`src/rtl/cm0ik_ahb_sram_bridge_pkg.sv`:
```
// Shared encodings, response-state type and byte-lane helpers for the AHB-to-SRAM bridge.
package cm0ik_sram_pkg;

    localparam logic [1:0] HTRANS_IDLE   = 2'b00;
    localparam logic [1:0] HTRANS_BUSY   = 2'b01;
    localparam logic [1:0] HTRANS_NONSEQ = 2'b10;
    localparam logic [1:0] HTRANS_SEQ    = 2'b11;

    localparam logic HRESP_OKAY  = 1'b0;
    localparam logic HRESP_ERROR = 1'b1;

    typedef enum logic [1:0] {
        RESP_OKAY,
        RESP_ERR1,
        RESP_ERR2
    } resp_state_t;

    // Sizes above a word are treated as a full word.
    function automatic logic [3:0] byte_mask(input logic [2:0] size, input logic [1:0] addr);
        logic [3:0] mask;
        case (size)
            3'd0:    mask = 4'b0001 << addr;
            3'd1:    mask = addr[1] ? 4'b1100 : 4'b0011;
            default: mask = 4'b1111;
        endcase
        return mask;
    endfunction

    function automatic logic [31:0] byte_merge(input logic [31:0] base,
                                               input logic [31:0] over,
                                               input logic [3:0]  mask);
        logic [31:0] merged;
        for (int i = 0; i < 4; i++) begin
            merged[i*8 +: 8] = mask[i] ? over[i*8 +: 8] : base[i*8 +: 8];
        end
        return merged;
    endfunction

endpackage

```
`src/rtl/cm0ik_ahb_sram_bridge_if.sv`:
```
// AHB-Lite slave-side signal bundle for the SRAM bridge.
interface cm0ik_ahb_sram_bridge_if;

    logic        HSEL;
    logic [31:0] HADDR;
    logic [1:0]  HTRANS;
    logic [2:0]  HSIZE;
    logic        HWRITE;
    logic        HREADY;
    logic [31:0] HWDATA;
    logic        HREADYOUT;
    logic        HRESP;
    logic [31:0] HRDATA;

    modport slave (
        input  HSEL, HADDR, HTRANS, HSIZE, HWRITE, HREADY, HWDATA,
        output HREADYOUT, HRESP, HRDATA
    );

    modport master (
        output HSEL, HADDR, HTRANS, HSIZE, HWRITE, HREADY, HWDATA,
        input  HREADYOUT, HRESP, HRDATA
    );

endinterface

```
`src/rtl/cm0ik_ahb_sram_bridge_wbuf.sv`:
```
// Single-entry write buffer holding a write whose data phase collided with a read,
// with byte-wise forwarding into read data.
module cm0ik_sram_wbuf
    import cm0ik_sram_pkg::*;
#(
    parameter int ADDRWIDTH = 18
) (
    input  logic                 CLK,
    input  logic                 RESET,
    input  logic                 load,
    input  logic [ADDRWIDTH-1:0] load_addr,
    input  logic [3:0]           load_mask,
    input  logic [31:0]          load_data,
    input  logic                 drain_ack,
    input  logic                 wr_pend,
    output logic                 drain_req,
    output logic [ADDRWIDTH-1:0] buf_addr,
    output logic [3:0]           buf_mask,
    output logic [31:0]          buf_data,
    input  logic [ADDRWIDTH-1:0] fwd_addr,
    input  logic [31:0]          fwd_rdata,
    output logic [31:0]          fwd_data
);

    logic buf_valid;

    always_ff @(posedge CLK or posedge RESET) begin
        if (RESET) begin
            buf_valid <= 1'b0;
            buf_addr  <= '0;
            buf_mask  <= '0;
            buf_data  <= '0;
        end else if (load) begin
            buf_valid <= 1'b1;
            buf_addr  <= load_addr;
            buf_mask  <= load_mask;
            buf_data  <= load_data;
        end else if (drain_ack) begin
            buf_valid <= 1'b0;
        end
    end

    assign drain_req = buf_valid;

    // The SRAM still holds the old bytes of a buffered write, so overlay them on read data.
    assign fwd_data = (buf_valid && (buf_addr == fwd_addr)) ?
                      byte_merge(fwd_rdata, buf_data, buf_mask) : fwd_rdata;

    // A write data phase can only follow a write address phase, which always drains the buffer.
    always @(posedge CLK) begin
        if (!RESET) begin
            assert (!(wr_pend && buf_valid));
        end
    end

endmodule

```
`src/rtl/cm0ik_ahb_sram_bridge.sv`:
```
// Zero-wait-state AHB-Lite to synchronous SRAM bridge with a one-entry write buffer.
// Optional address range check with ERROR response: CM0IK_SRAM_BRIDGE_RANGE_EN.
module cm0ik_ahb_sram_bridge
    import cm0ik_sram_pkg::*;
#(
    parameter int          ADDRWIDTH = 18,
    parameter logic [31:0] MEMBASE   = 32'h00000000
) (
    input  logic                    CLK,
    input  logic                    RESET,
    cm0ik_ahb_sram_bridge_if.slave  ahb,
    output logic [ADDRWIDTH-1:0]    ADDRESS,
    output logic                    CS,
    output logic [3:0]              WE,
    output logic [31:0]             WDATA,
    input  logic [31:0]             RDATA
);

    logic                 accept, in_range, acc_ok, rd_now, wr_now;
    logic                 rd_phase, wr_pend;
    logic [ADDRWIDTH-1:0] haddr_word, rd_addr, wr_addr;
    logic [3:0]           wr_mask;
    logic                 drain_req, drain_ack, buf_load;
    logic [ADDRWIDTH-1:0] buf_addr;
    logic [3:0]           buf_mask;
    logic [31:0]          buf_data, fwd_data;
    logic                 unused_bits;

    assign haddr_word = ahb.HADDR[ADDRWIDTH+1:2];
    assign accept     = ahb.HSEL & ahb.HTRANS[1] & ahb.HREADY;

`ifdef CM0IK_SRAM_BRIDGE_RANGE_EN
    logic [31:0] offset;
    resp_state_t resp_state, resp_next;

    assign offset   = ahb.HADDR - MEMBASE;
    assign in_range = ({1'b0, offset} < (33'd4 << ADDRWIDTH));

    always_ff @(posedge CLK or posedge RESET) begin
        if (RESET) resp_state <= RESP_OKAY;
        else       resp_state <= resp_next;
    end

    // Out-of-range transfers get the two-cycle ERROR response; ERR2 is ready, so it can accept.
    always_comb begin
        resp_next = resp_state;
        case (resp_state)
            RESP_OKAY, RESP_ERR2: resp_next = (accept && !in_range) ? RESP_ERR1 : RESP_OKAY;
            RESP_ERR1:            resp_next = RESP_ERR2;
            default:              resp_next = RESP_OKAY;
        endcase
    end

    assign ahb.HREADYOUT = (resp_state != RESP_ERR1);
    assign ahb.HRESP     = (resp_state == RESP_OKAY) ? HRESP_OKAY : HRESP_ERROR;
    assign unused_bits   = ahb.HTRANS[0];
`else
    assign in_range      = 1'b1;
    assign ahb.HREADYOUT = 1'b1;
    assign ahb.HRESP     = HRESP_OKAY;
    assign unused_bits   = ^{ahb.HTRANS[0], ahb.HADDR[31:ADDRWIDTH+2], MEMBASE};
`endif

    assign acc_ok = accept & in_range;
    assign rd_now = acc_ok & ~ahb.HWRITE;
    assign wr_now = acc_ok &  ahb.HWRITE;

    // Data-phase bookkeeping advances only when the bus moves on.
    always_ff @(posedge CLK or posedge RESET) begin
        if (RESET) begin
            rd_phase <= 1'b0;
            wr_pend  <= 1'b0;
            rd_addr  <= '0;
            wr_addr  <= '0;
            wr_mask  <= '0;
        end else if (ahb.HREADY) begin
            rd_phase <= rd_now;
            wr_pend  <= wr_now;
            if (rd_now) rd_addr <= haddr_word;
            if (wr_now) begin
                wr_addr <= haddr_word;
                wr_mask <= byte_mask(ahb.HSIZE, ahb.HADDR[1:0]);
            end
        end
    end

    // SRAM port arbitration: read address phase, then live write data, then buffer drain.
    always_comb begin
        CS        = 1'b0;
        WE        = 4'h0;
        ADDRESS   = '0;
        WDATA     = '0;
        drain_ack = 1'b0;
        if (rd_now) begin
            CS      = 1'b1;
            ADDRESS = haddr_word;
        end else if (wr_pend) begin
            CS      = 1'b1;
            WE      = wr_mask;
            ADDRESS = wr_addr;
            WDATA   = ahb.HWDATA;
        end else if (drain_req) begin
            CS        = 1'b1;
            WE        = buf_mask;
            ADDRESS   = buf_addr;
            WDATA     = buf_data;
            drain_ack = 1'b1;
        end
    end

    assign buf_load = wr_pend & rd_now;

    cm0ik_sram_wbuf #(.ADDRWIDTH(ADDRWIDTH)) u_wbuf (
        .CLK       (CLK),
        .RESET     (RESET),
        .load      (buf_load),
        .load_addr (wr_addr),
        .load_mask (wr_mask),
        .load_data (ahb.HWDATA),
        .drain_ack (drain_ack),
        .wr_pend   (wr_pend),
        .drain_req (drain_req),
        .buf_addr  (buf_addr),
        .buf_mask  (buf_mask),
        .buf_data  (buf_data),
        .fwd_addr  (rd_addr),
        .fwd_rdata (RDATA),
        .fwd_data  (fwd_data)
    );

    assign ahb.HRDATA = rd_phase ? fwd_data : 32'h0;

endmodule

```
`src/flat_wrapper.sv`:
```
// flat-port wrapper written by rule: the top's interface ports become plain ports
module cm0ik_ahb_sram_bridge_flat import cm0ik_sram_pkg::*;
#(
    parameter int          ADDRWIDTH = 18,
    parameter logic [31:0] MEMBASE   = 32'h00000000
)
  (CLK, RESET, ADDRESS, CS, WE, WDATA, RDATA, ahb_HSEL, ahb_HADDR, ahb_HTRANS, ahb_HSIZE, ahb_HWRITE, ahb_HREADY, ahb_HWDATA, ahb_HREADYOUT, ahb_HRESP, ahb_HRDATA);
  cm0ik_ahb_sram_bridge_if ahb_i ();
  input  logic CLK;
  input  logic RESET;
  output logic [ADDRWIDTH-1:0] ADDRESS;
  output logic CS;
  output logic [3:0] WE;
  output logic [31:0] WDATA;
  input  logic [31:0] RDATA;
  input wire logic [$bits(ahb_i.HSEL)-1:0] ahb_HSEL;
  input wire logic [$bits(ahb_i.HADDR)-1:0] ahb_HADDR;
  input wire logic [$bits(ahb_i.HTRANS)-1:0] ahb_HTRANS;
  input wire logic [$bits(ahb_i.HSIZE)-1:0] ahb_HSIZE;
  input wire logic [$bits(ahb_i.HWRITE)-1:0] ahb_HWRITE;
  input wire logic [$bits(ahb_i.HREADY)-1:0] ahb_HREADY;
  input wire logic [$bits(ahb_i.HWDATA)-1:0] ahb_HWDATA;
  output wire logic [$bits(ahb_i.HREADYOUT)-1:0] ahb_HREADYOUT;
  output wire logic [$bits(ahb_i.HRESP)-1:0] ahb_HRESP;
  output wire logic [$bits(ahb_i.HRDATA)-1:0] ahb_HRDATA;
  assign ahb_i.HSEL = ahb_HSEL;
  assign ahb_i.HADDR = ahb_HADDR;
  assign ahb_i.HTRANS = ahb_HTRANS;
  assign ahb_i.HSIZE = ahb_HSIZE;
  assign ahb_i.HWRITE = ahb_HWRITE;
  assign ahb_i.HREADY = ahb_HREADY;
  assign ahb_i.HWDATA = ahb_HWDATA;
  assign ahb_HREADYOUT = ahb_i.HREADYOUT;
  assign ahb_HRESP = ahb_i.HRESP;
  assign ahb_HRDATA = ahb_i.HRDATA;
  cm0ik_ahb_sram_bridge #(.ADDRWIDTH(ADDRWIDTH), .MEMBASE(MEMBASE)) u_core (.CLK(CLK), .RESET(RESET), .ahb(ahb_i), .ADDRESS(ADDRESS), .CS(CS), .WE(WE), .WDATA(WDATA), .RDATA(RDATA));
endmodule
```
`config.mk`:
```
export PLATFORM = sky130hd
export DESIGN_NAME = cm0ik_ahb_sram_bridge_flat
export DESIGN_NICKNAME = d
export VERILOG_FILES = /design/src/rtl/cm0ik_ahb_sram_bridge_pkg.sv /design/src/rtl/cm0ik_ahb_sram_bridge_if.sv /design/src/rtl/cm0ik_ahb_sram_bridge_wbuf.sv /design/src/rtl/cm0ik_ahb_sram_bridge.sv /design/src/flat_wrapper.sv
export SDC_FILE = /design/constraint.sdc
export NUM_CORES = 1
export LEC_CHECK = 0
export BUFFER_PORTS_ARGS = -buffer_cell sky130_fd_sc_hd__buf_4
export CORE_UTILIZATION = 27
export DETAILED_ROUTE_END_ITERATION = 6
export SYNTH_ARGS = -nofsm -noshare
export SYNTH_HDL_FRONTEND = slang
export SYNTH_SLANG_ARGS = --single-unit
```
`constraint.sdc`:
```
create_clock -name CLK -period 2.35 [get_ports CLK]
set_input_delay 0 -clock CLK [delete_from_list [all_inputs] [get_ports CLK]]
set_output_delay 0 -clock CLK [all_outputs]
set_load 0.03 [all_outputs]
```
== Yosys cells after proc, flatten, opt, wreduce, memory -nomap -nowiden ==
Index checks and enable logic that the tools add are counted.
W data, S select, Z words.

* Equality and inequality tests: 2
* Shift-type cells: 1
* Mux-type cells: 24
* Bitwise gates (word level): 6
* Reduce and logical (&&, ||, !) cells: 5

{| class="wikitable"
|+ Operators with widths
! operator !! number
|-
| $mux W32 || 5
|-
| $mux W18 || 3
|-
| $mux W8 || 4
|-
| $eq A18 B18 Y1 || 1
|-
| $mux W4 || 4
|-
| $pmux W4 S2 || 1
|-
| $mux W1 || 7
|-
| $and A1 B1 Y1 || 5
|-
| $reduce_and A2 Y1 || 2
|-
| $shl A1 B2 Y4 const A || 1
|-
| $eq A3 B1 Y1 const B || 1
|-
| $logic_not A3 Y1 || 1
|-
| $reduce_bool A2 Y1 || 1
|-
| $logic_and A1 B1 Y1 || 1
|-
| $not A1 Y1 || 1
|}

* Flip-flop bits (word level): 97
* Bits of input ports: 106
* Output and inout port bits: 89
* Word-level logic and storage cells: 47

== Logic depth before layout (Yosys ltp) ==
* Depth after elaboration: 6
* Depth in mapped cells: 7
* Mapped depth without buffers: 5

== Cells and area by module ==
Synthesis repeated with hierarchy kept, for this count alone.

* Cells, all modules: 496
* Area total of the unflattened synthesis: 5395.2 um^2

{| class="wikitable"
|+ Modules (own cells, without submodules)
! module !! instances !! cells each !! area each (um^2) !! seq. area each (um^2)
|-
| cm0ik_ahb_sram_bridge || 1 || 311 || 2722.6 || 1051.0
|-
| cm0ik_sram_wbuf || 1 || 185 || 2672.6 || 1376.3
|}

== Least setup slack after synthesis ==
Ideal clock, no wire load.

* Path type: reg-to-output
* Start point: register u_core.rd_addr[10]
* End point: output port ahb_HRDATA[16]
* Arrival time: 1.914 ns
* Required time: 2.350 ns
* Slack: 0.436 ns
* Stages on the path, launching flop included: 8
* Cell sequence: dfrtp_1 xor2_1 nor4_4 and2_1 buf_4 buf_6 nand4_1 a21oi_1

* Cells in the longest elaborated chain, start to end: 4

{| class="wikitable"
|+ RTL lines
! item !! line !! RTL
|-
| from (decl) || cm0ik_ahb_sram_bridge.sv:21 || <nowiki>logic [ADDRWIDTH-1:0] haddr_word, rd_addr, wr_addr;</nowiki>
|-
| from (signal assigned) || cm0ik_ahb_sram_bridge.sv:79 || <nowiki>if (rd_now) rd_addr <= haddr_word;</nowiki>
|-
| $eq A18 B18 Y1 || cm0ik_ahb_sram_bridge_wbuf.sv:46 || <nowiki>assign fwd_data = (buf_valid && (buf_addr == fwd_addr)) ?</nowiki>
|-
| $logic_and A1 B1 Y1 || cm0ik_ahb_sram_bridge_wbuf.sv:46 ||
|-
| $mux W32 || cm0ik_ahb_sram_bridge_wbuf.sv:46 ||
|-
| $mux W32 || cm0ik_ahb_sram_bridge.sv:131 || <nowiki>assign ahb.HRDATA = rd_phase ? fwd_data : 32'h0;</nowiki>
|-
| to (decl) || flat_wrapper.sv:25 || <nowiki>output wire logic [$bits(ahb_i.HRDATA)-1:0] ahb_HRDATA;</nowiki>
|}

Every way passes these cells.

== Final worst setup path ==
* Start point: register u_core.u_wbuf.buf_addr[1]
* End point: output port ahb_HRDATA[0]

* Cells in the longest elaborated chain, start to end: 4

{| class="wikitable"
|+ RTL lines
! item !! line !! RTL
|-
| from (decl) || cm0ik_ahb_sram_bridge_wbuf.sv:17 || <nowiki>output logic [ADDRWIDTH-1:0] buf_addr,</nowiki>
|-
| from (signal assigned) || cm0ik_ahb_sram_bridge_wbuf.sv:35 || <nowiki>buf_addr <= load_addr;</nowiki>
|-
| $eq A18 B18 Y1 || cm0ik_ahb_sram_bridge_wbuf.sv:46 ||
|-
| $logic_and A1 B1 Y1 || cm0ik_ahb_sram_bridge_wbuf.sv:46 ||
|-
| $mux W32 || cm0ik_ahb_sram_bridge_wbuf.sv:46 ||
|-
| $mux W32 || cm0ik_ahb_sram_bridge.sv:131 ||
|}

Every way passes these cells.

==> flow_summary.yaml <==
sta:
  fin_hold_ws_ns: 0.06978
  tns_ns: 0
  max_clock_freq_mhz: 444.8
  final_critical_path_setup_slack_ns: 0.1017
  final.min_clock_period_ns: 2.248
  layout_worst_path_cycle_share_pct: 95.67
  finalHoldViolCount: 0
  slew-limit-headroom_pct: 50.07
  report.final.slew_viol_count: 0
  worst_slew_pin_slew_ns: 0.7489
  setup_viol: 0
  clock_skew_ns: 0.006501
  grt_setup_unrepaired: "yes"
placement:
  port_buffers: 179
  gp_congestion: 0.7465
  dpl_worst_slack_ns: 0.3073
  hpwlAfterDp_microns: 11160
logic_synthesis:
  number_of_standard_cells_after_synthesis: 592
  post_synth_fa_ha_maj_area_fraction_pct: 0
  synth.yosys.seq_area_share_pct: 44.69
  synth-compound-area-share_pct: 13.82
  synth_xor_xnor_area_share_pct: 2.903
  synth_mux_area_share_pct: 15.13
  synth_warnings: 0
  synth_area_per_cell_sq_um: 9.175
  mappedNetlistNets: 698
  synth-seq-cells: 97
  synth_top_family_by_area: "simple AND/OR/NAND/NOR gates"
  netlist_area_sq_um: 5431
  fraction_of_the_mapped_netlist_area_in_simple_logic_gates_pct: 18.54
  distinct_cells_synth: 32
critical_path:
  setup.worst_path.end_class: "output pin"
  worst_ep_arrival_time_ns: 2.25
  cp_slowest_stage_delay_ns: 0.43
  critical_path_s_slowest_cell: "sky130_fd_sc_hd__or3_4"
  critical_path.cell_chain: "xnor2_2, nand4_1, or3_4, buf_8, o21ai_1, a21oi_2, buf_4"
  worst_r2r_startpoint: "u_core.wr_pend"
  path_delay_family: "simple AND/OR/NAND/NOR gates"
  criticalPathCategory: "flip-flop to output pin"
  worst-endpoint-required_ns: 2.35
  crit_buf_inv: 2
  critPathLaunch: "u_core.u_wbuf.buf_addr[1]"
  reg2reg_slack_ns: 0.80
  startpoint_type: "flip-flop"
  cp_max_fo: 32
clocking:
  cts_made_buffers: 9
  h_tree_levels: 3
  clock_latency_on_the_worst_skew_pair_ns: 0.34
  tritoncts_num_sinks: 97
  cts_tree: "done"
  max-clock-path-buffers: 2
  clk_transition_reported_paths_ns: 0.06
  clk_root_buffer_cell: "sky130_fd_sc_hd__clkbuf_16"
layout:
  layout-area-overhead-vs-synth_pct: 47.34
  final_nets: 907
  insertedDiodeCount: 0
  finalCoreUtilization_pct: 40.85
  drive_gt1_share_pct: 30.89
run:
  max_cap_viol_count: 0
floorplan:
  chipWidth_microns: 143.8
  num_rows: 51
  chipHeight_microns: 143.8
  initial_core_utilization_pct: 27.73
  boundaryPins: 195
  core-area_sq_um: 19590
  design.die.area_sq_um: 20690
drt:
  1st_pass_router_iterations: 4
  vias_per_cell: 4.798
  final_antenna_net_count: 0
  detail_route.wirelength_microns: 16810
  via_count: 5139
  avgRoutedWirePerCell_microns: 15.69
  drt-initial-drc-count: 208
  remaining_drc_errors: 0
power_and_ir_drop:
  total_leakage_power_nw: 3.964
  p_comb_share_pct: 23.1
  totalPowerFinal_mw: 4.926
  seq_power_share_pct: 44.9
  power.ir.vdd_worst_uv: 354.1
  power_report.internal_total_mw: 3.470
  power.density_nw_per_um2: 615.5
  clockPowerShare_pct: 32.0
  total_switching_power_mw: 1.456
  p_sw_share_pct: 29.55
global_route:
  grt.total_usage_pct: 16.35
  grt_first_pass_wirelength_microns: 26030
  initial_antenna_violation_count: 0
  grt_max_degree: 98
  globalRoute.totalOverflow: 0
  via_count_of_the_first_global_routing_pass: 5019
hold_path:
  worst_min_delay_path_category: "input port to flip-flop"
  worst_hold_startpoint: "ahb_HSIZE[1]"
run_status:
  result_of_the_run: "finished clean"
==> state kept, by name, summed over array words and instances (netlist names) <==
register	count
u_core.u_wbuf.buf_data	32
u_core.rd_addr	18
u_core.u_wbuf.buf_addr	18
u_core.wr_addr	18
u_core.u_wbuf.buf_mask	4
u_core.wr_mask	4
u_core.rd_phase	1
u_core.u_wbuf.drain_req	1
u_core.wr_pend	1
==> synthesized netlist by cell type <==
library cell	count	area share, %
sky130_fd_sc_hd__dfrtp_1	97	45
sky130_fd_sc_hd__a21oi_1	84	7.7
sky130_fd_sc_hd__nand2_1	58	4.0
sky130_fd_sc_hd__mux2_1	54	11
sky130_fd_sc_hd__and3_1	51	5.9
sky130_fd_sc_hd__o21ai_1	47	4.3
sky130_fd_sc_hd__nor2_1	39	2.7
sky130_fd_sc_hd__clkbuf_1	37	2.6
sky130_fd_sc_hd__nand4_1	36	4.1
sky130_fd_sc_hd__mux2_2	19	3.9
sky130_fd_sc_hd__xnor2_1	11	1.8
sky130_fd_sc_hd__o21ai_0	10	0.92
sky130_fd_sc_hd__buf_2	9	0.83
sky130_fd_sc_hd__xor2_1	7	1.1
sky130_fd_sc_hd__nand3_1	5	0.46
sky130_fd_sc_hd__a22oi_1	3	0.41
sky130_fd_sc_hd__buf_4	3	0.41
sky130_fd_sc_hd__buf_6	3	0.62
sky130_fd_sc_hd__inv_1	3	0.21
sky130_fd_sc_hd__a21boi_0	2	0.28
sky130_fd_sc_hd__conb_1	2	0.14
sky130_fd_sc_hd__or3_1	2	0.23
sky130_fd_sc_hd__a21o_1	1	0.14
sky130_fd_sc_hd__and2_1	1	0.12
sky130_fd_sc_hd__buf_1	1	0.069
sky130_fd_sc_hd__inv_2	1	0.069
sky130_fd_sc_hd__nand2b_1	1	0.12
sky130_fd_sc_hd__nor2b_1	1	0.12
sky130_fd_sc_hd__nor3_1	1	0.092
sky130_fd_sc_hd__nor3_2	1	0.18
sky130_fd_sc_hd__nor4_4	1	0.39
sky130_fd_sc_hd__or2_1	1	0.12
==> worst min-delay path: cells and delay by family <==
family          cells  cell delay [ns]
buf+inv             1             0.07
simple gates        1             0.07
compound gates      1             0.09
mux                 1             0.14
==> final timing paths <==
path	endpoint	cells past startpoint
min reg2reg	u_core.rd_addr[0]	2
max in group asynchronous	u_core.wr_pend	4
max	ahb_HRDATA[0]	7
max reg2reg	u_core.u_wbuf.buf_data[4]	3
min	u_core.wr_mask[1]	4
min in group asynchronous	u_core.u_wbuf.buf_data[0]	4
==> cell families after synthesis <==
logic type	count (synthesis)
multiplexers	73
AND/OR/NAND/NOR	198
AO/OA/AOI/OAI	147
XOR/XNOR	18
buffers and inverters	57
flip-flops	97
other	2
==> cell usage in the layout, fill, tap and decap left out, types with 3 or more instances in the layout <==
cell type / synthesis / routed
sky130_fd_sc_hd__a21oi_1: 84 / 79
sky130_fd_sc_hd__a21oi_2: 0 / 5
sky130_fd_sc_hd__a22oi_1: 3 / 3
sky130_fd_sc_hd__and3_1: 51 / 51
sky130_fd_sc_hd__buf_12: 0 / 6
sky130_fd_sc_hd__buf_4: 3 / 190
sky130_fd_sc_hd__clkbuf_1: 37 / 3
sky130_fd_sc_hd__clkbuf_16: 0 / 9
sky130_fd_sc_hd__dfrtp_1: 97 / 96
sky130_fd_sc_hd__dlygate4sd3_1: 0 / 53
sky130_fd_sc_hd__mux2_1: 54 / 54
sky130_fd_sc_hd__mux2_2: 19 / 19
sky130_fd_sc_hd__nand2_1: 58 / 57
sky130_fd_sc_hd__nand3_1: 5 / 3
sky130_fd_sc_hd__nand4_1: 36 / 36
sky130_fd_sc_hd__nor2_1: 39 / 38
sky130_fd_sc_hd__o21ai_0: 10 / 10
sky130_fd_sc_hd__o21ai_1: 47 / 46
sky130_fd_sc_hd__xnor2_1: 11 / 10
sky130_fd_sc_hd__xor2_1: 7 / 7
==> power groups by stage <==
stage | Combinational, mW | Clock [mW] | Sequential (mW)
finish | 1.14 | 1.58 | 2.21
global route | 1.25 | 1.71 | 2.25
CTS | 1.13 | 1.64 | 2.21
detailed placement | 1.05 | 0 | 2.24
global placement | 1.03 | 0 | 2.22
floorplan | 0.706 | 0 | 2.14
==> metrics by stage <==
| stage | cells | cell area (sq um) |
|---|---|---|
| after floorplan | 592 | 5435 |
| after global placement | 1001 | 7081 |
| after detailed placement | 1001 | 7081 |
| after CTS | 1071 | 7944 |
| after global routing | 1071 | 8003 |
| final | 1071 | 8003 |
==> cell type report <==
class                           count  area [sq um]
Tap cell                          265         331.6
Clock buffer                       12         236.5
Multi-Input combinational cell    438          2808
Timing Repair Buffer              251          2103
Sequential cell                    97          2429
Clock inverter                      4         76.32
Inverter                            4         18.77
Fill cell                        1969         11590
==> what timing repair did <==
action	4_1_cts	5_1_grt
hold buffers	53	0
setup buffers	1	0
gates resized for setup	2	15
hold endpoints to repair	168	0
setup endpoints to repair	23	32
pin swaps	1	5
==> layer usage <==
metal | vias to the layer above | track usage, % | wire length, microns
li1 | 2518 | - | -
met1 | 2450 | 21.23 | 7865
met2 | 150 | 27.13 | 7978
met3 | 21 | 2.799 | 703
met4 | 0 | 5.879 | 260
met5 | - | 0 | 0
(Power assumes the default switching activity.)
